**config.mk**
```make
export PLATFORM = sky130hd
export DESIGN_NAME = mem_arbiter_rr
export DESIGN_NICKNAME = d
export VERILOG_FILES = /design/src/rtl/mem_arbiter_rr.sv
export SDC_FILE = /design/constraint.sdc
export NUM_CORES = 1
export LEC_CHECK = 0
export ABC_CLOCK_PERIOD_IN_PS = 8690
export CAP_MARGIN = 20
export CORE_AREA = 2 2 167 169
export CTS_BUF_LIST = sky130_fd_sc_hd__clkbuf_8
export CTS_CLUSTER_SIZE = 20
export DETAILED_ROUTE_END_ITERATION = 16
export DIE_AREA = 0 0 169 171
export GPL_TIMING_DRIVEN = 0
export PLACE_DENSITY_LB_ADDON = 0.1
export SLEW_MARGIN = 10
export SYNTH_ARGS = -nofsm -noshare
export SYNTH_HDL_FRONTEND = slang
export SYNTH_SLANG_ARGS = --single-unit
export TNS_END_PERCENT = 10
```
**constraint.sdc**
```tcl
create_clock -name clk -period 8.69 [get_ports clk]
set_input_delay 1.3035 -clock clk [delete_from_list [all_inputs] [get_ports clk]]
set_output_delay 1.3035 -clock clk [all_outputs]
set_load 0.05 [all_outputs]
```
**src/rtl/mem_arbiter_rr.sv**
```systemverilog
`default_nettype none
// ============================================================================
// Module   : mem_arbiter_rr
// Brief    : Round-robin N-master to 1-slave memory-port arbiter with held
//            slave-side registers, per-master response routing and timeout.
// Revision : 1.0 - initial release
// ============================================================================
module mem_arbiter_rr #(
    parameter int NUM_MASTERS    = 4,
    parameter int ADDR_WIDTH     = 32,
    parameter int DATA_WIDTH     = 32,
    parameter int MASK_WIDTH     = DATA_WIDTH / 8,
    parameter int TIMEOUT_CYCLES = 256
) (
    input  logic                              clk,
    input  logic                              reset,
    input  logic [NUM_MASTERS*ADDR_WIDTH-1:0] address_m,
    input  logic [NUM_MASTERS*DATA_WIDTH-1:0] data_out_m,
    input  logic [NUM_MASTERS-1:0]            write_enable_m,
    input  logic [NUM_MASTERS*MASK_WIDTH-1:0] write_mask_m,
    input  logic [NUM_MASTERS-1:0]            transaction_begin_m,
    output logic [DATA_WIDTH-1:0]             data_in_m,
    output logic [NUM_MASTERS-1:0]            transaction_end_m,
    output logic [NUM_MASTERS-1:0]            error_m,
    output logic [ADDR_WIDTH-1:0]             address_y,
    output logic [DATA_WIDTH-1:0]             data_out_y,
    output logic                              write_enable_y,
    output logic [MASK_WIDTH-1:0]             write_mask_y,
    output logic                              transaction_begin_y,
    input  logic [DATA_WIDTH-1:0]             data_in_y,
    input  logic                              transaction_end_y,
    output logic [$clog2(NUM_MASTERS)-1:0]    grant,
    output logic                              busy
);
    localparam int GW = $clog2(NUM_MASTERS);
    localparam int CW = (TIMEOUT_CYCLES > 0) ? $clog2(TIMEOUT_CYCLES + 1) : 1;
    localparam logic [CW-1:0] c_TO_LAST = CW'((TIMEOUT_CYCLES > 0) ? TIMEOUT_CYCLES - 1 : 0);
    localparam bit            c_TO_EN   = (TIMEOUT_CYCLES > 0);

    localparam logic [1:0] c_IDLE  = 2'd0;
    localparam logic [1:0] c_ISSUE = 2'd1;
    localparam logic [1:0] c_WAIT  = 2'd2;
    localparam logic [1:0] c_RESP  = 2'd3;

    logic [1:0]             r_state;
    logic [GW-1:0]          r_last;
    logic [GW-1:0]          r_grant;
    logic [CW-1:0]          r_cnt;
    logic [DATA_WIDTH-1:0]  r_data_in_m;
    logic [NUM_MASTERS-1:0] r_end_m;
    logic [NUM_MASTERS-1:0] r_error_m;
    logic [ADDR_WIDTH-1:0]  r_addr_y;
    logic [DATA_WIDTH-1:0]  r_data_y;
    logic                   r_we_y;
    logic [MASK_WIDTH-1:0]  r_mask_y;
    logic                   r_begin_y;

    logic [GW-1:0]          w_pick;
    logic                   w_any;
    logic [GW:0]            w_sum;
    logic                   w_timeout;

    // Scan last+1, last+2, ... with an explicit wrap so non-power-of-two
    // master counts stay in range.
    always_comb begin
        w_any  = 1'b0;
        w_pick = '0;
        w_sum  = '0;
        for (int k = 1; k <= NUM_MASTERS; k++) begin
            w_sum = {1'b0, r_last} + (GW+1)'(k);
            if (w_sum >= (GW+1)'(NUM_MASTERS)) begin
                w_sum = w_sum - (GW+1)'(NUM_MASTERS);
            end
            if (!w_any && transaction_begin_m[w_sum[GW-1:0]]) begin
                w_any  = 1'b1;
                w_pick = w_sum[GW-1:0];
            end
        end
    end

    assign w_timeout = c_TO_EN && (r_cnt == c_TO_LAST);

    always_ff @(posedge clk or posedge reset) begin
        if (reset) begin
            r_state     <= c_IDLE;
            r_last      <= GW'(NUM_MASTERS - 1);
            r_grant     <= '0;
            r_cnt       <= '0;
            r_data_in_m <= '0;
            r_end_m     <= '0;
            r_error_m   <= '0;
            r_addr_y    <= '0;
            r_data_y    <= '0;
            r_we_y      <= 1'b0;
            r_mask_y    <= '0;
            r_begin_y   <= 1'b0;
        end else begin
            r_begin_y <= 1'b0;
            r_end_m   <= '0;
            r_error_m <= '0;
            case (r_state)
                c_IDLE: begin
                    if (w_any) begin
                        r_grant   <= w_pick;
                        r_addr_y  <= address_m[w_pick*ADDR_WIDTH +: ADDR_WIDTH];
                        r_data_y  <= data_out_m[w_pick*DATA_WIDTH +: DATA_WIDTH];
                        r_we_y    <= write_enable_m[w_pick];
                        r_mask_y  <= write_mask_m[w_pick*MASK_WIDTH +: MASK_WIDTH];
                        r_begin_y <= 1'b1;
                        r_state   <= c_ISSUE;
                    end
                end
                c_ISSUE: begin
                    if (transaction_end_y) begin
                        r_data_in_m      <= data_in_y;
                        r_end_m[r_grant] <= 1'b1;
                        r_state          <= c_RESP;
                    end else begin
                        r_state <= c_WAIT;
                    end
                end
                c_WAIT: begin
                    if (transaction_end_y) begin
                        r_data_in_m      <= data_in_y;
                        r_end_m[r_grant] <= 1'b1;
                        r_state          <= c_RESP;
                    end else if (w_timeout) begin
                        r_data_in_m        <= '1;
                        r_end_m[r_grant]   <= 1'b1;
                        r_error_m[r_grant] <= 1'b1;
                        r_state            <= c_RESP;
                    end else begin
                        r_cnt <= r_cnt + CW'(1);
                    end
                end
                default: begin
                    r_last  <= r_grant;
                    r_cnt   <= '0;
                    r_state <= c_IDLE;
                end
            endcase
        end
    end

    assign data_in_m           = r_data_in_m;
    assign transaction_end_m   = r_end_m;
    assign error_m             = r_error_m;
    assign address_y           = r_addr_y;
    assign data_out_y          = r_data_y;
    assign write_enable_y      = r_we_y;
    assign write_mask_y        = r_mask_y;
    assign transaction_begin_y = r_begin_y;
    assign grant               = r_grant;
    assign busy                = (r_state != c_IDLE);

endmodule
`default_nettype wire

```
Yosys cells after proc, flatten, opt, wreduce, memory -nomap -nowiden
Index checks and enable logic that the tools add are counted.

word-level totals
  bits of input ports = 315
  output and inout port bits = 113
  word-level logic and storage cells = 104
  register bits after elaboration = 125

operators by class
  bitwise gates (word level) = 1
  equal/unequal tests = 8
  shifts and indexed selects = 3
  reduce and logical (&&, ||, !) cells = 16
  muxes and demuxes = 44
  magnitude comparators = 11
  add/sub/neg operators = 9

operators by type and width
  kind                 count
  $shiftx 128x8->32    2
  $mux 32              3
  $pmux 32 s2          1
  $mux 2               11
  $mux 4               5
  $lt 2x3->1 const B   6
  $mux 9               2
  $pmux 9 s2           1
  $shiftx 16x5->4      1
  $mux 1               13
  $ge 3x3->1 const B   4
  $bmux 1 s2           5
  $add 9x1->9 const B  1
  $eq 9x8->1 const B   1
  $ne 2x2->1 const B   4
  $pmux 4 s2           1
  $sub 2x1->2 const B  4
  $add 2x2->3 const B  2
  $pmux 2 s3           1
  $reduce_and 3->1     2
  $logic_and 1x1->1    4
  $reduce_and 2->1     2
  $reduce_bool 2->1    2
  $add 2x1->3 const B  1
  11 further kinds     13

Logic depth before layout (Yosys ltp)
  depth in word-level cells = 17
  gate-level depth with buffers = 10
  gate-level depth less buffers = 9

Worst setup path before layout
No wires, ideal clock.

  path kind = in2reg
  start = input port transaction_begin_m[1]
  end = register r_data_y[0], in the netlist data_out_y[0]
  library setup time = 0.138 ns
  slack = 6.131 ns
  cell stages on the path = 8
  required time = 8.552 ns
  arrival time = 2.422 ns
  cells stage by stage = nor4_1 nand2b_1 buf_4 inv_2 nand2_2 buf_4 buf_2 o221ai_1

on the way
  word-level cells in the longest chain between the ends = 13
  elaborated cells on any way between the ends = 24

RTL lines
  what                                                   line  text
  start: declaration                                     21    input logic [NUM_MASTERS-1:0] transaction_begin_m,
  $bmux 1 s2                                             74    if (!w_any && transaction_begin_m[w_sum[GW-1:0]]) begin
  $mux 1 (implied by the code)                           74
  $mux 1                                                 74
  $logic_not 1->1                                        74
  $logic_and 1x1->1                                      74
  $mux 1                                                 74
  $logic_not 1->1                                        74
  $logic_and 1x1->1                                      74
  $mux 1                                                 74
  $logic_not 1->1                                        74
  $logic_and 1x1->1                                      74
  $mux 2 or $mux 1 (tied branches)                       74
  $shiftx 128x8->32 or $reduce_and 2->1 (tied branches)  --
  end signal: assignment                                 106   r_data_y <= data_out_m[w_pick*DATA_WIDTH +: DATA_WIDTH];
  end: declaration                                       53    logic [DATA_WIDTH-1:0] r_data_y;

Several ways; a longest one is shown, not always the timed one. The select of a mux whose other input is x is not followed.
A chain may end at the register's enable or synchronous reset.

Final worst setup path
  start = register r_state[0]
  end = output port busy

on the way
  word-level cells in the longest chain between the ends = 1

RTL lines
  what                      line  text
  start: declaration        45    logic [1:0] r_state;
  start signal: assignment  85    r_state <= c_IDLE;
  start signal: assignment  110   r_state <= c_ISSUE;
  start signal: assignment  117   r_state <= c_RESP;
  $reduce_bool 2->1         154   assign busy = (r_state != c_IDLE);
  end: declaration          33    output logic busy

No other way between the ends.

==> metrics.txt <==
CTS tree done; multi-input logic area 3200 sq um; hold-critical path endpoint data_out_y[2]; drt pass-1 iters 4; crit path DAT roughly 2.2 ns; Cell Area, Placed 11500 sq um; via count 6717; IO Port Bufs roughly 430; crit path max fanout 8; Max VDD drop ~200 uV; Setup Fix Bufs, Post-CTS 0; commonest non-fill, non-tap cell in the layout clkdlybuf4s50_1; # DRC 0; Post-DRT Antenna Nets 0; final WL 30.0 mm; Yosys cell types 39; crit share post-route 0.404; first-pass GRT wire length 43.6 mm; Crit path top cell by count inv_1; die height 171 um; P_leak 5.27 nW; P per Cell Area about 350 nW/um^2; Syn Inst Count 642; Core Area around 27000 sq um; cts hold-fix bufs 0; NumNets Final 1411; crit-path cells inv_1 -> ha_1 -> clkbuf_1 -> inv_1 -> clkdlybuf4s50_1; max-cap violations 0; Max Slew Vio Count 0; Setup TNS 0 ns; Die X 169 um; synthesized area 6800 sq um; area delta synth->final 75.2%; Post-synth EDFFs 0; register area ~3100 sq um; total gr overflow 0; largest net degree at the start of global routing 70; total CTS buffers 17; routed len/inst 20.7 um; startpoint type of the worst setup path flop; outcome completed; Starting Density 0.249; Final Cell Area 11900 sq um; Final Skew between 0.02 and 0.025 ns; # rows 61; ys flop type dfrtp_1; worst hold start data_out_y[2]; warnings from Yosys 0; # setup viols final 0; vias in the first global route 6826; share of layout cells above drive strength 1 0.0617; Tightest Pin Transition ~0.77 ns; Crit Path Class reg2out; clock-pin slew on the worst setup and hold paths 0.08 ns; DR top layer met5; Global Route Usage Sum 0.201; initial antenna violation count 2; worst hold stages 2; CP max stage delay 0.79 ns; Worst-Skew Late Latency 0.46 ns; fillcell total about 2700; Avg Cell Area, Syn roughly 11 sq um; Total Power roughly 0.0042 W; WL met3 2.41 mm; Critical-path top delay cell clkdlybuf4s50_1; commonest non-fill, non-tap cells in the layout 427 x clkdlybuf4s50_1, 139 x mux2i_1, 123 x dfrtp_1, 118 x nand2_1, 69 x o221ai_1; Reg-to-Reg End r_cnt[7]; unrepaired setup endpoints after global routing false; Peak Freq approximately 280 MHz; Post-Route M1 WL 12.3 mm; critical path capture point type primary output; starting DRC count in detailed routing 360; CTS max path bufs 2; max_slew headroom 0.489; via-per-instance ratio roughly 4.6; Reg-to-Reg Start r_cnt[0]; HP Class reg2reg; #FFs+latches synth 125; fraction of registers with async set or reset after synthesis 1.00; io pins 428; post-synthesis sequential area ratio 0.460; GP Congestion 0.778; CTS root buf clkbuf_8; post-CTS resize count 0; reg2reg path depth 9; CTS Sinks 125; Final Hold Viols 0; Tmin final 3.51 ns; routed wl met2 14.7 mm; DIE AREA 28900 sq um; R2R setup slack 6.14 ns; # H-tree levels 4; Worst Path Required 7.39 ns; Net Count, Synth 964; post-DP HPWL 23.2 mm
[kinds of logic (layout without fill, tap and decap cells)]
family / after synthesis / in the layout / share of synthesized area
AOI/OAI and AO/OA: 117 / 117 / 0.131
xor gates and xnor gates: 6 / 6 / 0.00773
adders and majority gates: 7 / 7 / 0.0129
buffers and inverters: 57 / 517 / 0.0684
DFF: 125 / 125 / 0.460
muxes: 140 / 140 / 0.206
other: 0 / 1 / 0
and+or+nand+nor: 190 / 190 / 0.113
[sequential cells by signal, summed over array words and instances, names as in the netlist]
signal and count:
data_out_y 32, transaction_end_m 4, r_state 2, data_in_m 32, grant 2, transaction_begin_y 1, r_last 2, address_y 32
write_mask_y 4, error_m 4, r_cnt 9, write_enable_y 1
[through the flow]
| stage | util | std cells | hold slack [ns] | worst slack [ns] |
|---|---|---|---|---|
| 2_1_floorplan | - | 642 | 0.471 | 4.06 |
| 3_3_place_gp | 0.421 | 1415 | 0.465 | 1.61 |
| 3_5_place_dp | 0.422 | 1416 | 0.472 | 4.89 |
| 4_1_cts | 0.436 | 1448 | 0.493 | 5.13 |
| 5_1_grt | 0.436 | 1449 | 0.513 | 5.01 |
| 6_report | 0.436 | 1449 | 0.488 | 5.18 |
[worst max path at each step]
stage,start,to,slack (ns),cells past startpoint
after floorplan,reset,address_y[0],4.06,1
after global placement,reset,data_out_y[30],1.61,2
after detailed placement,transaction_begin_m[1],write_mask_y[1],4.89,9
after CTS,r_state[0],busy,5.13,5
after global routing,r_state[1],busy,5.01,5
final,r_state[0],busy,5.18,5
[worst max-delay path, delay by kind of cell (launching register included)]
family                   cells  cell delay, ns
adder cells (fa/ha/maj)      1            0.19
buffers and inverters        4            1.16
flip-flops                   1            0.41
[report_power, final]
group	total [W]	switching [W]	internal (W)
Combinational	0.00272	0.00170	0.00101
Clock	0.000511	0.000281	0.000230
Sequential	0.000991	0.000147	0.000844
[synthesized netlist by cell type (6+ instances only)]
cell type | instances | area share
o21ai_1 | 35 | 0.026
nand2b_1 | 6 | 0.0055
ha_1 | 7 | 0.013
nor2_1 | 47 | 0.026
mux2i_1 | 139 | 0.20
dfrtp_1 | 123 | 0.45
clkbuf_1 | 24 | 0.013
buf_12 | 12 | 0.035
buf_2 | 9 | 0.0066
o221ai_1 | 69 | 0.089
nand2_1 | 118 | 0.065
inv_1 | 6 | 0.0033
[metal layers]
layer | global-route usage | up-vias
met5 | 0 | -
met4 | 0.0613 | 2
met3 | 0.0627 | 27
met2 | 0.340 | 264
met1 | 0.247 | 3207
li1 | - | 3217
[layout make-up]
| cell class | instances | area share |
|---|---|---|
| Sequential cell | 125 | 0.263 |
| Clock buffer | 17 | 0.0196 |
| Buffer | 50 | 0.0369 |
| Clock inverter | 15 | 0.0117 |
| Timing Repair Buffer | 428 | 0.361 |
| Multi-Input combinational cell | 460 | 0.269 |
| Antenna cell | 1 | 0.000210 |
| Inverter | 7 | 0.00263 |
| Tap cell | 346 | 0.0363 |
Power figures use the tool's default switching activity.
